<file path="src/rtl/if_prefetch_unit_if.sv">
// rtl/if_prefetch_unit_if.sv - fetch-side bus bundle: pipeline control, i-cache port, IF stage outputs
interface if_prefetch_unit_if #(
    parameter int ADDR_W = 32
);
    logic              STALL;
    logic              BRANCH_SEL;
    logic [ADDR_W-1:0] B_PC;
    logic              IC_REQ;
    logic [ADDR_W-1:0] IC_ADDR;
    logic [31:0]       IC_RDATA;
    logic              IC_BUSYWAIT;
    logic              IF_VALID;
    logic [ADDR_W-1:0] IF_PC;
    logic [31:0]       IF_INSTR;

    // master: the prefetch unit itself; slave: pipeline, branch unit and cache around it
    modport master (
        input  STALL, BRANCH_SEL, B_PC, IC_RDATA, IC_BUSYWAIT,
        output IC_REQ, IC_ADDR, IF_VALID, IF_PC, IF_INSTR
    );
    modport slave (
        output STALL, BRANCH_SEL, B_PC, IC_RDATA, IC_BUSYWAIT,
        input  IC_REQ, IC_ADDR, IF_VALID, IF_PC, IF_INSTR
    );
endinterface

</file>
<file path="src/rtl/if_prefetch_unit.sv">
// rtl/if_prefetch_unit.sv - instruction prefetch queue with branch redirect and miss-safe abort
module if_prefetch_unit #(
    parameter int                ADDR_W   = 32,
    parameter logic [ADDR_W-1:0] RESET_PC = '0,
    parameter int                DEPTH    = 4
) (
    input  logic               CLK,
    input  logic               RESET,
    if_prefetch_unit_if.master bus
);
    localparam int PTR_W = $clog2(DEPTH);
    localparam int CNT_W = PTR_W + 1;
    localparam logic [CNT_W-1:0]  DEPTH_C  = CNT_W'(DEPTH);
    localparam logic [ADDR_W-1:0] ALIGN_M  = ~ADDR_W'(3);
    localparam logic [ADDR_W-1:0] RST_FPC  = RESET_PC & ALIGN_M;

    typedef enum logic {S_RUN, S_ABORT} state_t;

    state_t            state_q, state_d;
    logic [ADDR_W-1:0] fpc_q, fpc_d;
    logic [ADDR_W-1:0] pend_q, pend_d;
    logic [CNT_W-1:0]  count_q, count_d;
    logic [PTR_W-1:0]  rd_ptr_q, rd_ptr_d;
    logic [PTR_W-1:0]  wr_ptr_q, wr_ptr_d;

    logic [ADDR_W-1:0] pc_mem    [DEPTH];
    logic [31:0]       instr_mem [DEPTH];

    logic              ic_req;
    logic              accept;
    logic              push;
    logic              pop;
    logic [ADDR_W-1:0] target;

    // the request is gated by RESET so it drops the instant reset asserts
    assign ic_req = !RESET && ((state_q == S_ABORT) || (count_q < DEPTH_C));
    assign accept = ic_req && !bus.IC_BUSYWAIT;
    assign push   = (state_q == S_RUN) && accept && !bus.BRANCH_SEL;
    assign pop    = (state_q == S_RUN) && (count_q != '0) && !bus.STALL && !bus.BRANCH_SEL;
    assign target = bus.B_PC & ALIGN_M;

    always_comb begin
        state_d  = state_q;
        fpc_d    = fpc_q;
        pend_d   = pend_q;
        count_d  = count_q;
        rd_ptr_d = rd_ptr_q;
        wr_ptr_d = wr_ptr_q;
        case (state_q)
            S_RUN: begin
                if (bus.BRANCH_SEL) begin
                    count_d  = '0;
                    rd_ptr_d = '0;
                    wr_ptr_d = '0;
                    // a miss in flight must finish at its own address before we move
                    if (ic_req && bus.IC_BUSYWAIT) begin
                        pend_d  = target;
                        state_d = S_ABORT;
                    end else begin
                        fpc_d = target;
                    end
                end else begin
                    if (push) begin
                        fpc_d    = fpc_q + ADDR_W'(4);
                        wr_ptr_d = wr_ptr_q + PTR_W'(1);
                    end
                    if (pop) begin
                        rd_ptr_d = rd_ptr_q + PTR_W'(1);
                    end
                    count_d = count_q + CNT_W'(push) - CNT_W'(pop);
                end
            end
            S_ABORT: begin
                if (bus.BRANCH_SEL) begin
                    pend_d = target;
                end
                if (!bus.IC_BUSYWAIT) begin
                    fpc_d   = bus.BRANCH_SEL ? target : pend_q;
                    state_d = S_RUN;
                end
            end
            default: state_d = S_RUN;
        endcase
    end

    always_ff @(posedge CLK or posedge RESET) begin
        if (RESET) begin
            state_q  <= S_RUN;
            fpc_q    <= RST_FPC;
            pend_q   <= '0;
            count_q  <= '0;
            rd_ptr_q <= '0;
            wr_ptr_q <= '0;
        end else begin
            state_q  <= state_d;
            fpc_q    <= fpc_d;
            pend_q   <= pend_d;
            count_q  <= count_d;
            rd_ptr_q <= rd_ptr_d;
            wr_ptr_q <= wr_ptr_d;
        end
    end

    // queue storage needs no reset; validity lives entirely in count_q
    always_ff @(posedge CLK) begin
        if (push) begin
            pc_mem[wr_ptr_q]    <= fpc_q;
            instr_mem[wr_ptr_q] <= bus.IC_RDATA;
        end
    end

    assign bus.IC_REQ   = ic_req;
    assign bus.IC_ADDR  = fpc_q;
    assign bus.IF_VALID = (count_q != '0);
    assign bus.IF_PC    = pc_mem[rd_ptr_q];
    assign bus.IF_INSTR = instr_mem[rd_ptr_q];
endmodule

</file>
<file path="src/flat_wrapper.sv">
// flat-port wrapper written by rule: the top's interface ports become plain ports
module if_prefetch_unit_flat 
#(
    parameter int                ADDR_W   = 32,
    parameter logic [ADDR_W-1:0] RESET_PC = '0,
    parameter int                DEPTH    = 4
)
  (CLK, RESET, bus_STALL, bus_BRANCH_SEL, bus_B_PC, bus_IC_RDATA, bus_IC_BUSYWAIT, bus_IC_REQ, bus_IC_ADDR, bus_IF_VALID, bus_IF_PC, bus_IF_INSTR);
  if_prefetch_unit_if #(.ADDR_W(ADDR_W)) bus_i ();
  input  logic CLK;
  input  logic RESET;
  input wire logic [$bits(bus_i.STALL)-1:0] bus_STALL;
  input wire logic [$bits(bus_i.BRANCH_SEL)-1:0] bus_BRANCH_SEL;
  input wire logic [$bits(bus_i.B_PC)-1:0] bus_B_PC;
  input wire logic [$bits(bus_i.IC_RDATA)-1:0] bus_IC_RDATA;
  input wire logic [$bits(bus_i.IC_BUSYWAIT)-1:0] bus_IC_BUSYWAIT;
  output wire logic [$bits(bus_i.IC_REQ)-1:0] bus_IC_REQ;
  output wire logic [$bits(bus_i.IC_ADDR)-1:0] bus_IC_ADDR;
  output wire logic [$bits(bus_i.IF_VALID)-1:0] bus_IF_VALID;
  output wire logic [$bits(bus_i.IF_PC)-1:0] bus_IF_PC;
  output wire logic [$bits(bus_i.IF_INSTR)-1:0] bus_IF_INSTR;
  assign bus_i.STALL = bus_STALL;
  assign bus_i.BRANCH_SEL = bus_BRANCH_SEL;
  assign bus_i.B_PC = bus_B_PC;
  assign bus_i.IC_RDATA = bus_IC_RDATA;
  assign bus_i.IC_BUSYWAIT = bus_IC_BUSYWAIT;
  assign bus_IC_REQ = bus_i.IC_REQ;
  assign bus_IC_ADDR = bus_i.IC_ADDR;
  assign bus_IF_VALID = bus_i.IF_VALID;
  assign bus_IF_PC = bus_i.IF_PC;
  assign bus_IF_INSTR = bus_i.IF_INSTR;
  if_prefetch_unit #(.ADDR_W(ADDR_W), .RESET_PC(RESET_PC), .DEPTH(DEPTH)) u_core (.CLK(CLK), .RESET(RESET), .bus(bus_i));
endmodule
</file>
<file path="config.mk">
export PLATFORM = sky130hd
export DESIGN_NAME = if_prefetch_unit_flat
export DESIGN_NICKNAME = d
export VERILOG_FILES = /design/src/rtl/if_prefetch_unit_if.sv /design/src/rtl/if_prefetch_unit.sv /design/src/flat_wrapper.sv
export SDC_FILE = /design/constraint.sdc
export NUM_CORES = 1
export LEC_CHECK = 0
export CAP_MARGIN = 0
export CORE_ASPECT_RATIO = 0.5
export CORE_MARGIN = 2
export CORE_UTILIZATION = 25
export DETAILED_ROUTE_END_ITERATION = 10
export SLEW_MARGIN = 20
export SYNTH_ARGS = -nofsm -noshare
export SYNTH_HDL_FRONTEND = slang
export SYNTH_SLANG_ARGS = --single-unit
</file>
<file path="constraint.sdc">
create_clock -name CLK -period 10.2 [get_ports CLK]
set_clock_uncertainty 0.05 [all_clocks]
set_input_delay 2.55 -clock CLK [delete_from_list [all_inputs] [get_ports CLK]]
set_output_delay 2.55 -clock CLK [all_outputs]
set_load 0.02 [all_outputs]
</file>
==> flow_summary_export.csv <==
group,metric,value,unit
status,status,"finished clean",
synth,async_flop_share,22.0,%
layout,fin_area,0.0168,mm²
timing,maxSlewViolCount,0,
grt,grt_pass1_wl,46.8,mm
synth,yosysTopAreaCellShare,58.2,%
layout,multi_input_area,0.00355,mm²
layout,fin_nets,1013,
grt,grt_pass1_vias,7676,
timing,hold_slack,0.430,ns
floorplanning,ios,167,
timing,fin_setup_tns,0,ns
floorplanning,die_w,329,µm
critical_path,worstPathArrival,3.99,ns
clock_network,path_clk_slew,0.06,ns
synth,syn_inst,768,
job,cap_violations,0,
timing,hold_violations,0,
synth,synthMuxAreaShare,13.9,%
placed_design,dp.cells,1598,
detailed_routing,via_per_inst,4.58,
clock_network,cts_hold_buf,0,
synth,synth_top_area_cell,"edfxtp_1",
timing,worst_slack,3.61,ns
hold_path,min_path_type,"register to register",
clock_network,postCtsSetupBuffers,0,
grt,grtUsageTotal,11.0,%
synth,yosys.area_share.adder,0.814,%
placed_design,place_congestion,0.814,
synth,syn_avg_cell_area,17.2,µm²
pwr,intPower,2.85,mW
synth,synthesis.area,0.0132,mm²
layout,synthToLayoutAreaGrowth,27.1,%
layout,fillers,5035,
critical_path,path_max_fanout,4,
clock_network,postCtsResizedCells,0,
synth,synth_top_family_by_area,"multiplexers",
critical_path,crit_required,7.60,ns
placed_design,hpwlAfterDp,18.9,mm
floorplanning,die_y,167,µm
floorplanning,dieArea,0.0548,mm²
clock_network,max-clock-path-buffers,3,
synth,synth_fp_nets,845,
detailed_routing,dr_total_vias,7625,
layout,regArea,0.00949,mm²
detailed_routing,first_pass_iters,5,
synth,synth.top_cells.by_area,"edfxtp_1 (58%), dfrtp_1 (14%), mux4_2 (11%), mux2_2 (2.6%), o21ai_0 (1.6%)",
grt,grt_max_degree,73,
detailed_routing,drc_errors,0,
clock_network,clock-sinks,328,
layout,fin_cells,1666,
pwr,sw_frac_of_total,29.8,%
critical_path,critPathLaunchType,"input pin",
layout,drive_gt1_share,16.8,%
synth,ys_seq_area_share,71.8,%
synth,synth_ff_type,"edfxtp_1",
synth,yosysMostFrequentCell,"edfxtp_1",
grt,antenna_found_initial,6,
pwr,total_power,4.07,mW
placed_design,post_dp_cell_area,0.0157,mm²
layout,fin_util,32.2,%
floorplanning,core,0.0521,mm²
pwr,seq_power_share,43.7,%
detailed_routing,drtAntennaViolNets,0,
placed_design,pre_cts_ws,3.60,ns
synth,synth_warnings,0,
clock_network,cts_made_buffers,35,
pwr,leakagePower,5.50,nW
pwr,peakVddDrop,0.000107,V
critical_path,cp-end-kind,"output pin",
synth,ys_ff_latch,328,
detailed_routing,wl_per_cell,18.4,µm
clock_network,cts_root_buf,"clkbuf_16",
clock_network,cts_tree,"done",
synth,synth_xor_area_share,0.0663,%
grt,grt.overflow.total,0,
synth,synth-simple-area-share,5.81,%
timing,tightest_slew,1.07,ns
timing,slew_headroom,28.4,%
synth,yosysUniqueCellTypes,55,
floorplanning,rows,59,
detailed_routing,wl,30.6,mm
detailed_routing,drt_iter0_markers,709,
floorplanning,start_util,25.4,%
timing,period_share,64.7,%
pwr,comb_power_share,27.0,%
timing,period_needed,6.59,ns
synth,synth-compound-area-share,6.02,%
clock_network,cts-htree-levels,2,
critical_path,crit_type,"input pin to output pin",
synth,synth_edf_count,256,
placed_design,numPortBuffers,164,
pwr,p_per_area,242,mW/mm²
synth,synthTopCellsByCount,"edfxtp_1 (256), dfrtp_1 (72), mux4_2 (64)",
timing,rsz0062_at_grt,"no",
timing,setup_viol,0,
timing,max_freq,152,MHz
clock_network,clk-insertion-delay-late,0.51,ns
pwr,power_frac_clock,29.3,%
pwr,p_switching,1.21,mW
layout by cell type (no fill, tap or decap), drive strengths merged, types with 7 or more instances in the layout:
cell type	count
buf	10
nand4	9
a21oi	33
edfxtp	256
ha	7
clkdlybuf4s50	164
nand2	41
mux2	31
a31oi	7
dfrtp	72
o21ai	43
clkinv	7
nor3	13
nor4	9
a22o	8
nand3	16
inv	12
nor2	19
and3	21
mux4	64
clkbuf	53
worst max-delay path, stage by stage:
cell and delay, ns:
clkdlybuf4s50_1 0.48, a21oi_1 0.28, clkdlybuf4s50_1 0.69
logic make-up after synthesis:
logic type      after synthesis
buf+inv                      56
fa+ha+maj                     8
mux                          99
simple gates                148
flops                       328
xor+xnor                      1
compound gates              128
metal layers:
layer | up-vias | part of all wire (%) | track usage, % | routed length [µm]
met5 | - | 0.023 | 0 | 7
met2 | 195 | 53 | 19.4 | 16100
li1 | 3446 | - | - | -
met4 | 2 | 3.5 | 4.82 | 1060
met1 | 3919 | 40 | 13.3 | 12100
met3 | 63 | 4.1 | 1.83 | 1260
worst paths after layout:
check | startpoint | to | slack, ns | cells past startpoint
worst max register to register | u_core.state_q | u_core.instr_mem[1][6] | 7.32 | 3
worst min register to register | u_core.rd_ptr_q[1] | u_core.rd_ptr_q[1] | 0.43 | 1
worst min-delay path | u_core.rd_ptr_q[1] | u_core.rd_ptr_q[1] | 0.43 | 1
worst max-delay path | RESET | bus_IC_REQ | 3.61 | 3
max in group asynchronous | RESET | u_core.rd_ptr_q[0] | 6.68 | 3
min in group asynchronous | RESET | u_core.count_q[2] | 2.71 | 3
final cells by class:
class / instances / share of cell area, %
sequential: 328 / 56.5
multi-input combinational: 384 / 21.1
clock inverter: 8 / 0.358
timing repair buffer: 174 / 10.4
antenna: 5 / 0.0745
clock buffer: 53 / 5.99
tap: 701 / 5.22
inverter: 13 / 0.291
power by group through the flow:
| stage | clock (mW) | sequential, mW | combinational, mW |
|---|---|---|---|
| final | 1.19 | 1.77 | 1.10 |
| after CTS | 1.22 | 1.78 | 1.12 |
| after global placement | 0 | 1.79 | 1.10 |
| after floorplan | 0 | 1.77 | 0.625 |
| after detailed placement | 0 | 1.80 | 1.11 |
| after global routing | 1.27 | 1.80 | 1.16 |
sequential cells by signal, summed over array words and instances (netlist names):
| name | count |
|---|---|
| u_core.pend_q | 32 |
| u_core.pc_mem | 128 |
| u_core.state_q | 1 |
| u_core.count_q | 3 |
| u_core.bus.IC_ADDR | 32 |
| u_core.wr_ptr_q | 2 |
| u_core.rd_ptr_q | 2 |
| u_core.instr_mem | 128 |
Note: power is estimated with default switching activity, not from simulation.
